[config.mk]
export PLATFORM = sky130hd
export DESIGN_NAME = pwm_duty_meas
export DESIGN_NICKNAME = d
export VERILOG_FILES = /design/src/rtl/ebike_pwm_pkg.sv /design/src/rtl/pwm_in_sync.sv /design/src/rtl/pwm_duty_meas.sv
export SDC_FILE = /design/constraint.sdc
export NUM_CORES = 1
export LEC_CHECK = 0
export CORE_MARGIN = 2
export CORE_UTILIZATION = 50
export CTS_CLUSTER_DIAMETER = 100
export DETAILED_ROUTE_END_ITERATION = 16
export PLACE_DENSITY = 0.7
export RECOVER_POWER = 100
export SLEW_MARGIN = 10
export SYNTH_ARGS = -nofsm -noshare
export SYNTH_HDL_FRONTEND = slang
export SYNTH_SLANG_ARGS = --single-unit
[constraint.sdc]
create_clock -name clk -period 4.55 [get_ports clk]
set_clock_uncertainty 0.15 [all_clocks]
set_input_delay 0.455 -clock clk [delete_from_list [all_inputs] [get_ports clk]]
set_output_delay 0.455 -clock clk [all_outputs]
set_load 0.02 [all_outputs]
[src/rtl/ebike_pwm_pkg.sv]
// Shared definitions for the e-bike PWM receive path.
//   PWM_PERIOD  : nominal PWM period in clk cycles (generator side is 11-bit)
//   PWM_TIMEOUT : cycles without a qualifying edge before the line is declared stuck
//   DUTY_W      : width of the recovered duty word
//   pwm_meas_state_t : measurement FSM states
package ebike_pwm_pkg;

  localparam int PWM_PERIOD  = 2048;
  localparam int PWM_TIMEOUT = 4096;
  localparam int DUTY_W      = 11;

  localparam logic [DUTY_W-1:0] DUTY_MAX = '1;

  typedef enum logic [2:0] {
    SYNC     = 3'd0,
    MEAS_HI  = 3'd1,
    MEAS_LO  = 3'd2,
    STUCK_HI = 3'd3,
    STUCK_LO = 3'd4
  } pwm_meas_state_t;

endpackage

[src/rtl/pwm_in_sync.sv]
// Two-flop synchronizer for the asynchronous PWM line plus edge detection.
//   clk    in  system clock
//   rst_n  in  synchronous active-low reset (clears all three flops)
//   pwm_in in  raw PWM line, asynchronous to clk
//   pwm_s  out synchronized line
//   rise   out 1-cycle pulse, pwm_s went 0->1 this cycle
//   fall   out 1-cycle pulse, pwm_s went 1->0 this cycle
module pwm_in_sync (
  input  logic clk,
  input  logic rst_n,
  input  logic pwm_in,
  output logic pwm_s,
  output logic rise,
  output logic fall
);

  logic sync1;
  logic pwm_d;

  always_ff @(posedge clk) begin
    if (!rst_n) begin
      sync1 <= 1'b0;
      pwm_s <= 1'b0;
      pwm_d <= 1'b0;
    end else begin
      sync1 <= pwm_in;
      pwm_s <= sync1;
      pwm_d <= pwm_s;
    end
  end

  // Edges are taken after the synchronizer, so a single-cycle pulse from a
  // same-clock source still produces one rise and one fall.
  assign rise = pwm_s & ~pwm_d;
  assign fall = ~pwm_s & pwm_d;

endmodule

[src/rtl/pwm_duty_meas.sv]
// PWM duty measurement: recovers the duty word (high time - 1) of an incoming
// PWM line, flags off-nominal periods and detects stuck-high / stuck-low lines.
//   clk        in  system clock
//   rst_n      in  synchronous active-low reset
//   pwm_in     in  PWM line, asynchronous to clk
//   duty       out last recovered duty word
//   duty_vld   out one-cycle pulse when duty/period_err/sig_lost were updated
//   period_err out last measured period differed from PERIOD
//   sig_lost   out line was stuck low for TIMEOUT cycles
//   state_dbg  out current measurement FSM state
// Output protocol: duty_vld is a pure strobe with no ready/back-pressure; the
// consumer must capture duty, period_err and sig_lost in the cycle duty_vld is
// high. Those three outputs hold their value until the next strobe.
module pwm_duty_meas
  import ebike_pwm_pkg::*;
#(
  parameter int PERIOD  = PWM_PERIOD,
  parameter int TIMEOUT = PWM_TIMEOUT
) (
  input  logic              clk,
  input  logic              rst_n,
  input  logic              pwm_in,
  output logic [DUTY_W-1:0] duty,
  output logic              duty_vld,
  output logic              period_err,
  output logic              sig_lost,
  output pwm_meas_state_t   state_dbg
);

  localparam int CNT_W = $clog2(TIMEOUT + 1);
  localparam logic [CNT_W-1:0] CNT_MAX  = CNT_W'(TIMEOUT);
  localparam logic [CNT_W-1:0] PER_NOM  = CNT_W'(PERIOD);
  localparam logic [CNT_W-1:0] HI_LIMIT = CNT_W'(2 ** DUTY_W);

  logic pwm_s;
  logic rise;
  logic fall;

  pwm_in_sync u_sync (
    .clk   (clk),
    .rst_n (rst_n),
    .pwm_in(pwm_in),
    .pwm_s (pwm_s),
    .rise  (rise),
    .fall  (fall)
  );

  pwm_meas_state_t state;
  pwm_meas_state_t state_next;

  logic [CNT_W-1:0]  per_cnt;
  logic [CNT_W-1:0]  hi_cnt;
  logic [DUTY_W-1:0] hi_duty;
  logic              timeout;
  logic              per_load;
  logic              per_clear;
  logic              emit;
  logic [DUTY_W-1:0] emit_duty;
  logic              emit_perr;
  logic              emit_lost;

  // A high time longer than the duty word can express clamps to full scale.
  assign hi_duty = (hi_cnt > HI_LIMIT) ? DUTY_MAX : DUTY_W'(hi_cnt - CNT_W'(1));

  always_comb begin
    state_next = state;
    emit       = 1'b0;
    emit_duty  = '0;
    emit_perr  = 1'b0;
    emit_lost  = 1'b0;
    per_load   = rise;
    per_clear  = 1'b0;
    // A rise in the same cycle always beats the timeout.
    timeout    = (per_cnt == CNT_MAX) && !rise;

    case (state)
      SYNC, MEAS_HI, MEAS_LO: begin
        if (timeout) begin
          // Reload to 1 so a stuck-high line re-emits exactly every TIMEOUT cycles.
          per_load = 1'b1;
          emit     = 1'b1;
          if (pwm_s) begin
            state_next = STUCK_HI;
            emit_duty  = DUTY_MAX;
          end else begin
            state_next = STUCK_LO;
            emit_lost  = 1'b1;
          end
        end else if (rise) begin
          // From SYNC the period before this rise was partial and is dropped.
          state_next = MEAS_HI;
          if (state == MEAS_LO) begin
            emit      = 1'b1;
            emit_duty = hi_duty;
            emit_perr = (per_cnt != PER_NOM);
          end
        end else if (fall && (state == MEAS_HI)) begin
          state_next = MEAS_LO;
        end
      end

      STUCK_HI: begin
        if (fall) begin
          state_next = SYNC;
          per_clear  = 1'b1;
        end else if (per_cnt == CNT_MAX) begin
          emit      = 1'b1;
          emit_duty = DUTY_MAX;
          per_load  = 1'b1;
        end
      end

      STUCK_LO: begin
        if (rise) begin
          state_next = MEAS_HI;
        end
      end

      default: begin
        state_next = SYNC;
      end
    endcase
  end

  always_ff @(posedge clk) begin
    if (!rst_n) begin
      state <= SYNC;
    end else begin
      state <= state_next;
    end
  end

  // Both counters saturate at TIMEOUT and restart at 1 on a rise, so the
  // values seen at the next rise are the period and high time directly.
  always_ff @(posedge clk) begin
    if (!rst_n) begin
      per_cnt <= '0;
      hi_cnt  <= '0;
    end else begin
      if (per_clear) begin
        per_cnt <= '0;
      end else if (per_load) begin
        per_cnt <= CNT_W'(1);
      end else if (per_cnt != CNT_MAX) begin
        per_cnt <= per_cnt + CNT_W'(1);
      end

      if (rise) begin
        hi_cnt <= CNT_W'(1);
      end else if (pwm_s && (hi_cnt != CNT_MAX)) begin
        hi_cnt <= hi_cnt + CNT_W'(1);
      end
    end
  end

  always_ff @(posedge clk) begin
    if (!rst_n) begin
      duty       <= '0;
      duty_vld   <= 1'b0;
      period_err <= 1'b0;
      sig_lost   <= 1'b0;
    end else begin
      duty_vld <= emit;
      if (emit) begin
        duty       <= emit_duty;
        period_err <= emit_perr;
        sig_lost   <= emit_lost;
      end
    end
  end

  assign state_dbg = state;

endmodule

==> results of run 1 <==
-- logic make-up (layout without fill, tap and decap cells) --
logic type	after synthesis	count (layout)	share of synthesized area (%)
AOI/OAI and AO/OA	54	54	15.81
xor gates and xnor gates	26	26	9.192
adders and majority gates	4	4	2.020
buffers and inverters	32	41	5.960
DFF	46	46	37.17
muxes	1	1	0.4041
and+or+nand+nor	136	136	29.44
-- layer usage --
layer  up-vias  share of wire (%)
met5         -                  0
li1       1072                  -
met2        50                 45
met4         0                1.1
met1       953                 50
met3         6                4.0
-- power by group through the flow --
stage          clock network (mW)  registers (mW)  logic, mW
2_1_floorplan                   0           0.437     0.0550
3_3_place_gp                    0           0.435     0.0797
3_5_place_dp                    0           0.435     0.0808
4_1_cts                     0.263           0.426     0.0817
5_1_grt                     0.277           0.428     0.0856
6_report                    0.256           0.426     0.0766
-- registers in the layout, indices dropped and copies added (netlist names), 3 cells and up --
signal and cells:
duty 11, hi_cnt 13, per_cnt 13, state_dbg 3
-- synth_stat cells (all sizes together), types with 2 or more instances --
master / n / area [um2]
a21oi: 15 / 75.07
a221oi: 4 / 35.03
a22oi: 3 / 22.52
a31oi: 4 / 25.02
and2: 3 / 18.77
and2b: 3 / 23.77
and3: 6 / 37.54
buf: 7 / 53.80
clkbuf: 11 / 41.29
dfxtp: 46 / 920.9
ha: 4 / 50.05
inv: 14 / 52.55
nand2: 23 / 86.33
nand2b: 5 / 31.28
nand3: 19 / 95.09
nand4: 9 / 56.30
nor2: 34 / 127.6
nor2b: 3 / 18.77
nor3: 9 / 45.04
nor3b: 3 / 22.52
nor4: 4 / 31.28
nor4b: 2 / 32.53
o211ai: 3 / 22.52
o21ai: 10 / 50.04
o221a: 2 / 22.52
o31ai: 2 / 15.01
or3: 5 / 31.28
or4: 3 / 26.27
xnor2: 7 / 61.31
xor2: 19 / 166.4
-- worst register-to-register path, delay by kind of cell (launching register included) --
| kind | cells | cell delay, ns |
|---|---|---|
| and+or+nand+nor | 4 | 1.85 |
| DFF | 1 | 0.36 |
| AOI/OAI and AO/OA | 1 | 0.30 |
| adders and majority gates | 1 | 0.15 |
| buffers and inverters | 1 | 0.10 |
-- how the worst max path moves through the flow --
stage                         endpoint  slack, ns  depth (start not counted)
2_1_floorplan     duty[2]$_SDFFE_PN0P_       2.30                          7
3_3_place_gp   per_cnt[2]$_SDFFE_PP0P_       1.92                          4
3_5_place_dp   per_cnt[2]$_SDFFE_PP0P_       1.89                          4
4_1_cts           duty[4]$_SDFFE_PN0P_       2.01                          7
5_1_grt           duty[0]$_SDFFE_PN0P_       1.25                          7
6_report          duty[0]$_SDFFE_PN0P_       1.60                          7
-- area by class of cell --
| type | count | area (um2) | area share, % |
|---|---|---|---|
| Multi-Input combinational cell | 221 | 1384 | 50.83 |
| Sequential cell | 46 | 920.9 | 33.82 |
| Timing Repair Buffer | 19 | 190.2 | 6.985 |
| Clock buffer | 7 | 86.33 | 3.171 |
| Tap cell | 67 | 83.83 | 3.079 |
| Inverter | 14 | 52.55 | 1.930 |
| Clock inverter | 1 | 5.005 | 0.1838 |
==> impl_results.md, run 1 <==
* Worst Setup Start Kind: flip-flop
* Hold EP: sig_lost$_SDFFE_PN0P_
* CP bufs+invs at 1
* Overall power at ~0.76 mW
* Most frequent cells in the layout: 46 x dfxtp_1, 34 x nor2_1, 23 x nand2_1, 19 x nand3_1, 19 x xor2_1
* Syn Inst Count at between 200 and 300
* Outcome: complete, no violations
* Via count at between 2000 and 2500
* PwrDens at around 280 nW/um2
* Reg2Reg Depth at 7
* Tot GR Track Use at between 15 and 20%
* Total CTS buffers at 5
* Worst Path Max Fanout at 8
* Fraction of registers with async set/reset at 0%
* FILL cells at 460
* Max cap viols at 0
* Non-filler cells, final at between 300 and 400
* Synthesis-to-finish area growth at 9.899%
* Residual DRC count at 0
* Commonest non-fill, non-tap cell in the layout: dfxtp_1
* CP Class: reg2reg
* Diode count at 0
* Drt total wl at roughly 5100 um
* Max VDD drop at between 0.0001 and 0.00015 V
* Main synth FF type: dfxtp_1
* Final Hold Fails at 0
* Hold path start: sig_lost$_SDFFE_PN0P_
* GRT met3 Usage at about 3.7%
* Actual slew at the worst max-slew pin at about 0.9 ns
* Clock Tree Buf Depth at 2
* Met2 Track Usage GR at roughly a third
* Worst slew margin relative to its limit at a little under two fifths
* Mean routed wirelength per cell at ~14 um
* Post-CTS Resized at 0
* Dpl hpwl at ~3600 um
* Global-route wire length before repair at approximately 8600 um
* Starting Density at a little over half
* Die H at between 70 and 80 um
* I/O pins at 20
* Sequential cell area fraction in the yosys report at between 30% and 40%
* Yosys warning total at 0
* Num rows at 25
* Final period util at between 60% and 70%
* Syn_area_per_cell at 8.286 um2
* GRT busiest layer: met2
* Power share of the clock group at 33.7%
* Die area at 5534 um2
* DP Worst Slack at 1.886 ns
* Cell Area, Placed at between 2000 and 3000 um2
* Chip width at around 74 um
* CTS tree: built
* Pleak at around 1.1 nW
* Number of global-route vias before repair at between 1500 and 2000
* Net Sw Frac at 24.98%
* Final Util at 57.26%
* Int Power at 0.5685 mW
* Fin crit period at between 2 and 3 ns
* Mapped Area at 2477 um2
* Sw power at about 0.19 mW
* Largest net degree at the start of global routing at 24
* Met1 Resource Use GR at between 20% and 30%
* Max incr delay on CP at 0.71 ns
* Seq pwr share at a little under three fifths
* Worst Setup SP: per_cnt[0]$_SDFFE_PP0P_
* Synth Net Count at slightly above 300
* Via density at between 5 and 6
* Clk root buf: clkbuf_8
* H-tree Lvls at 2
* Initial antenna violation count at 0
* Hold buffers post-CTS at 0
* Distinct cells, synth at 53
* Final Hold Slack at around 0.30 ns
* R2R Setup Slk at 1.60 ns
* DP Cell Count at about 370
* CP endpoint kind: flip-flop
* Slew Viols, Final at 0
* I/O Buffers at 19
* Clock Sinks at 46
* Total gr overflow at 0
* Delay-heaviest family, CP: simple AND/OR/NAND/NOR gates
* Worst path slowest cell: nor4_1
* Crit Reg-Reg Endpoint: duty[0]$_SDFFE_PN0P_
* RSZ-0062 raised after global routing: no
* Min-Delay Path Depth at 2
* Nets at 314
* Tightest Hold Check Type: reg2reg
* Setup TNS at 0 ns
* Register bit count reported by yosys at 46
* Crit-path cells: inv_1, ha_1, nor4b_1, and4_1, nor2_1, nor4_1, o221a_2
* Number of flops mapped to enable cells by yosys at 0
* Core Footprint at 4755 um2
* Routability Congestion at roughly 0.82
* Cell area after layout at roughly 2700 um2
* DR pass1 iterations at 4
* Worst reg2reg path startpoint: per_cnt[0]$_SDFFE_PP0P_
* Highest clock rate at 0.3392 GHz
* Initial DRC Count at approximately 130
* Layout cells sized above 1 at under 10%
* WP data required at 4.64 ns
* Comb pwr share at 10.1%
* Remaining antenna violation count after routing at 0
* Clock Latency Late Sink at roughly 0.30 ns
* Clock slew at reported path FFs at roughly 0.090 ns
* Post-CTS setup buffer count at 0
* Final Worst Setup Slack at ~1.6 ns
* Setup violations, final at 0
* Worst Path Arrival at about 3.0 ns
Note: power is estimated with default switching activity, not from simulation.
==> inputs of run 2 (changes only) <==
==> constraint.sdc (replaced) <==
create_clock -name clk -period 2.85 [get_ports clk]
set_clock_uncertainty 0.15 [all_clocks]
set_input_delay 0.285 -clock clk [delete_from_list [all_inputs] [get_ports clk]]
set_output_delay 0.285 -clock clk [all_outputs]
set_load 0.02 [all_outputs]
==> impl_results.md, run 2 (synthesis gave the netlist of run 1 again) <==
* RSZ-0062 raised after global routing: no
* CP bufs+invs at 1 (unchanged)
* Num rows at 25 (unchanged)
* Tot GR Track Use at 20.22% (+0.39 points)
* Layout cells sized above 1 at 5.751% (+1.2 points)
* Clock slew at reported path FFs at 0.08 ns (about the same)
* Routability Congestion at 0.8324 (+1.2%)
* CP Class: reg2reg
* Outcome: complete, no violations
* Nets at 319 (+1.6%)
* Worst Path Arrival at 2.57 ns (-0.47 ns)
* Worst path slowest cell: or4b_1
* Actual slew at the worst max-slew pin at 0.5445 ns (-0.3818 ns)
* Global-route wire length before repair at 8604 um (+0.33%)
* Initial antenna violation count at 0 (unchanged)
* Starting Density at 52.11% (unchanged)
* Post-CTS setup buffer count at 0 (unchanged)
* PwrDens at 439.2 nW/um2 (+58%)
* Non-filler cells, final at 380 (+1.3%)
* Number of global-route vias before repair at 1905 (-2.5%)
* Drt total wl at 5061 um (-0.71%)
* Max cap viols at 0 (unchanged)
* Dpl hpwl at 3728 um (+4.9%)
* Die area at 5534 um2 (unchanged)
* I/O Buffers at 19 (unchanged)
* Worst slew margin relative to its limit at 63.40% (+25 points)
* Clk root buf: clkbuf_8
* Fin crit period at 2.549 ns (-0.3986 ns)
* Chip width at 74.39 um (unchanged)
* Clock Sinks at 46 (unchanged)
* Synthesis-to-finish area growth at 11.82%
* Largest registers: hi_cnt x13, per_cnt x13, duty x11
* Max incr delay on CP at 0.55 ns (-0.16 ns)
* Core Footprint at 4755 um2 (unchanged)
* Tightest Hold Check Type: reg2reg
* Commonest non-fill, non-tap cell in the layout: dfxtp_1
* I/O pins at 20 (unchanged)
* Crit-path cells: inv_1, ha_1, or4b_1, o41ai_4, o21ai_0, o211ai_1, a22oi_1
* Remaining antenna violation count after routing at 0 (unchanged)
* H-tree Lvls at 2 (unchanged)
* DP Cell Count at 372 (+1.4%)
* Clock Tree Buf Depth at 2 (unchanged)
* Max VDD drop at 0.0001791 V (+30%)
* Delay-heaviest family, CP: compound AO/OA/AOI/OAI gates
* Die H at 74.39 um (unchanged)
* Residual DRC count at 0 (unchanged)
* Highest clock rate at 0.3922 GHz (+16%)
* Via count at 2085 (+0.19%)
* Mean routed wirelength per cell at 13.32 um (-2.0%)
* Post-CTS Resized at 0 (unchanged)
* DR pass1 iterations at 4 (unchanged)
* Final period util at 89.45% (+25 points)
* CTS tree: built
* Largest net degree at the start of global routing at 16 (-33%)
* Slew Viols, Final at 0 (unchanged)
* CP endpoint kind: flip-flop
* Total CTS buffers at 5 (unchanged)
* Final Hold Slack at 0.2975 ns (-0.001329 ns)
* Pleak at 1.139 nW (+2.6%)
* Setup violations, final at 0 (unchanged)
* Final Util at 58.26% (+1.0 points)
* Worst Setup Start Kind: flip-flop
* Initial DRC Count at 173 (+31%)
* Via density at 5.487 (-1.1%)
* Worst Path Max Fanout at 7 (-1)
* Setup TNS at 0 ns (unchanged)
* Most frequent cells in the layout: 46 x dfxtp_1, 34 x nor2_1, 23 x nand2_1, 19 x nand3_1, 19 x xor2_1
* Diode count at 0 (unchanged)
* Hold buffers post-CTS at 0 (unchanged)
* Final Hold Fails at 0 (unchanged)
* Total gr overflow at 0 (unchanged)
* Clock Latency Late Sink at 0.30 ns (about the same)
* WP data required at 2.87 ns (-1.77 ns)
[run 2: tightest hold or removal path: cells and delay by family (launching register included)]
| family | cells | cell delay (ns) |
|---|---|---|
| simple gates | 1 | 0.05 |
| compound gates | 1 | 0.05 |
| flops | 1 | 0.31 |
[run 2: report_power, final]
group | total, mW | internal [mW] | switching, mW | leakage (nW)
logic | 0.130 | 0.0570 | 0.0732 | 0.717
registers | 0.677 | 0.659 | 0.0174 | 0.373
clock network | 0.410 | 0.196 | 0.214 | 0.0482
total | 1.22 | 0.912 | 0.304 | 1.14
[run 2: per-layer routing]
metal / routed length, um / vias to the layer above / GRT usage, %
met3: 189 / 7 / 4.336
met4: 76 / 0 / 8.730
met5: 0 / - / 0
met2: 2272 / 49 / 31.07
met1: 2522 / 942 / 27.40
li1: - / 1087 / -
[run 2: final cells by class]
class	count	area, um2
timing repair buffer	24	220.2
clock buffer	7	86.33
clock inverter	1	5.005
inverter	14	52.55
tap	67	83.83
fill	458	1984
sequential	46	920.9
multi-input combinational	221	1401
[run 2: path summary, 6_finish.rpt]
kind                                from  cells after the start                    end  slack, ns
setup / recovery  hi_cnt[0]$_SDFFE_PN0P_                      7   duty[2]$_SDFFE_PN0P_       0.30
hold / removal     sig_lost$_SDFFE_PN0P_                      2  sig_lost$_SDFFE_PN0P_       0.30
setup reg to reg  hi_cnt[0]$_SDFFE_PN0P_                      7   duty[2]$_SDFFE_PN0P_       0.30
hold reg to reg    sig_lost$_SDFFE_PN0P_                      2  sig_lost$_SDFFE_PN0P_       0.30
[run 2: stage by stage]
| stage | instance area, um2 | setup slack (ns) | power [mW] |
|---|---|---|---|
| 6_report | 2770 | 0.3005 | 1.217 |
| 5_1_grt | 2770 | 0.08399 | 1.274 |
| 4_1_cts | 2785 | 0.3423 | 1.236 |
| 3_5_place_dp | 2694 | 0.3671 | 0.8300 |
| 3_3_place_gp | 2694 | 0.4678 | 0.8276 |
| 2_1_floorplan | 2477 | 0.5982 | 0.7857 |
==> inputs of run 3 (changes only) <==
--- a/config.mk
+++ b/config.mk
@@ -5,10 +5,12 @@
 export SDC_FILE = /design/constraint.sdc
 export NUM_CORES = 1
 export LEC_CHECK = 0
+export CORE_ASPECT_RATIO = 2
 export CORE_MARGIN = 2
 export CORE_UTILIZATION = 50
 export CTS_CLUSTER_DIAMETER = 100
 export DETAILED_ROUTE_END_ITERATION = 16
+export GPL_TIMING_DRIVEN = 0
 export PLACE_DENSITY = 0.7
 export RECOVER_POWER = 100
 export SLEW_MARGIN = 10
==> impl_results.md, run 3 (synthesis gave the netlist of run 1 again) <==
* Outcome: complete, no violations
* WP data required at 2.89 ns (+0.02 ns)
* Actual slew at the worst max-slew pin at 0.5837 ns (+0.03922 ns)
* CP Class: reg2reg
* Setup violations, final at 0 (unchanged)
* Clock Sinks at 46 (unchanged)
* Setup TNS at 0 ns (unchanged)
* Fin crit period at 2.578 ns (+0.02870 ns)
* Post-CTS Resized at 0 (unchanged)
* Chip width at 53.78 um (-28%)
* Routability Congestion at 0.8653 (+4.0%)
* Total CTS buffers at 5 (unchanged)
* Largest registers: hi_cnt x13, per_cnt x13, duty x11
* Worst reg2reg path startpoint: hi_cnt[0]$_SDFFE_PN0P_
* Tightest Hold Check Type: in2reg
* PwrDens at 464.3 nW/um2 (+5.7%)
* Pleak at 1.160 nW (+1.9%)
* Number of global-route vias before repair at 2226 (+17%)
* H-tree Lvls at 2 (unchanged)
* Highest clock rate at 0.3879 GHz (-1.1%)
* Drt total wl at 6124 um (+21%)
* Commonest non-fill, non-tap cell in the layout: dfxtp_1
* Num rows at 36 (+44%)
* Synthesis-to-finish area growth at 13.18%
* Largest net degree at the start of global routing at 14 (-2)
* Max VDD drop at 0.0005501 V (+210%)
* Hold EP: duty[5]$_SDFFE_PN0P_
* Initial DRC Count at 91 (-47%)
* Reg2Reg Depth at 7 (unchanged)
* Crit-path cells: inv_1, ha_1, or4b_1, o41ai_4, o21ai_1, o211ai_1, a22oi_1
* Residual DRC count at 0 (unchanged)
* Min-Delay Path Depth at 3 (+1)
* CTS tree: built
* Worst slew margin relative to its limit at 60.67% (-2.7 points)
* Non-filler cells, final at 382 (+0.53%)
* Initial antenna violation count at 0 (unchanged)
* CP endpoint kind: flip-flop
* I/O pins at 20 (unchanged)
* Final period util at 90.46% (+1.0 points)
* Worst Path Max Fanout at 7 (unchanged)
* R2R Setup Slk at 0.27 ns (-0.03 ns)
* Diode count at 0 (unchanged)
* Total gr overflow at 0 (unchanged)
* Die area at 5568 um2 (+0.62%)
* Worst path slowest cell: or4b_1
* Clk root buf: clkbuf_8
* Max cap viols at 0 (unchanged)
* Mean routed wirelength per cell at 16.03 um (+20%)
* I/O Buffers at 18 (-1)
* Most frequent cells in the layout: 46 x dfxtp_1, 34 x nor2_1, 23 x nand2_1, 19 x nand3_1, 19 x xor2_1
* Layout cells sized above 1 at 5.538% (-0.21 points)
* Worst Setup Start Kind: flip-flop
* DP Cell Count at 374 (+0.54%)
* Clock slew at reported path FFs at 0.09 ns (about the same)
* Nets at 331 (+3.8%)
* Final Hold Fails at 0 (unchanged)
* Delay-heaviest family, CP: compound AO/OA/AOI/OAI gates
* Via count at 2231 (+7.0%)
* Via density at 5.840 (+6.4%)
* DR pass1 iterations at 4 (unchanged)
* CP bufs+invs at 1 (unchanged)
* Starting Density at 51.40% (-0.70 points)
* Hold path start: rst_n
* Remaining antenna violation count after routing at 0 (unchanged)
* Slew Viols, Final at 0 (unchanged)
* Dpl hpwl at 4737 um (+27%)
* RSZ-0062 raised after global routing: no
* Die H at 103.5 um (+39%)
* Max incr delay on CP at 0.56 ns (about the same)
* Worst Path Arrival at 2.61 ns (+0.04 ns)
* Core Footprint at 4820 um2 (+1.4%)
* Clock Latency Late Sink at 0.31 ns (about the same)
* Tot GR Track Use at 24.91% (+4.7 points)
* Post-CTS setup buffer count at 0 (unchanged)
* Crit Reg-Reg Endpoint: duty[2]$_SDFFE_PN0P_
* Hold buffers post-CTS at 0 (unchanged)
* Global-route wire length before repair at 10350 um (+20%)
* Clock Tree Buf Depth at 2 (unchanged)
-- run 3: changes by cell type in the layout (fill, tap and decap cells not counted), sizes merged --
cell	previous run	this run
clkbuf	9	21
dlygate4sd3	18	17
buf	3	4
clkinv	1	0
bufinv	0	1
-- run 3: worst max-delay path by stage --
| stage | to | from | cells past startpoint | slack [ns] |
|---|---|---|---|---|
| 6_report | duty[2]$_SDFFE_PN0P_ | hi_cnt[0]$_SDFFE_PN0P_ | 7 | 0.27 |
| 5_1_grt | duty[2]$_SDFFE_PN0P_ | hi_cnt[0]$_SDFFE_PN0P_ | 7 | 0.09 |
| 4_1_cts | duty[2]$_SDFFE_PN0P_ | hi_cnt[0]$_SDFFE_PN0P_ | 7 | 0.30 |
| 3_5_place_dp | duty[2]$_SDFFE_PN0P_ | hi_cnt[0]$_SDFFE_PN0P_ | 7 | 0.31 |
| 3_3_place_gp | duty[2]$_SDFFE_PN0P_ | hi_cnt[0]$_SDFFE_PN0P_ | 7 | 0.33 |
| 2_1_floorplan | duty[2]$_SDFFE_PN0P_ | hi_cnt[0]$_SDFFE_PN0P_ | 7 | 0.60 |
-- run 3: metal layers --
layer | track usage, % | part of all wire, % | vias to the layer above
met4 | 17.22 | 5.5 | 0
met2 | 44.60 | 58 | 51
li1 | - | - | 1103
met5 | 0 | 0 | -
met3 | 4.899 | 2.6 | 27
met1 | 22.83 | 34 | 1050
-- run 3: final cells by class --
class / count / area, um2
Timing Repair Buffer: 18 / 180.2
Inverter: 14 / 52.55
Buffer: 18 / 78.83
Clock buffer: 7 / 76.32
Clock inverter: 1 / 30.03
Sequential cell: 46 / 920.9
Tap cell: 57 / 71.32
Fill cell: 440 / 2016
Multi-Input combinational cell: 221 / 1394
-- run 3: worst reg2reg max path, cell delays in order (launching register included) --
cell      delay [ns]
dfxtp_1         0.38
inv_1           0.12
ha_1            0.22
or4b_1          0.56
o41ai_4         0.52
o21ai_1         0.16
o211ai_1        0.23
a22oi_1         0.11
-- run 3: through the flow --
step	cell area [um2]	total power [mW]	hold WS [ns]	setup WS [ns]	utilization [%]
after floorplan	2477	0.7857	0.2619	0.5982	-
final	2804	1.302	0.2132	0.2718	58.18
after CTS	2835	1.316	0.08845	0.3050	58.83
after detailed placement	2729	0.8340	0.2719	0.3134	56.62
after global routing	2804	1.346	0.2430	0.09460	58.18
after global placement	2729	0.8320	0.2689	0.3269	56.62
-- run 3: power by group --
group	switching (mW)	leakage [nW]	internal (mW)
Sequential	0.0139	0.373	0.659
Clock	0.229	0.0524	0.263
Combinational	0.0819	0.735	0.0553
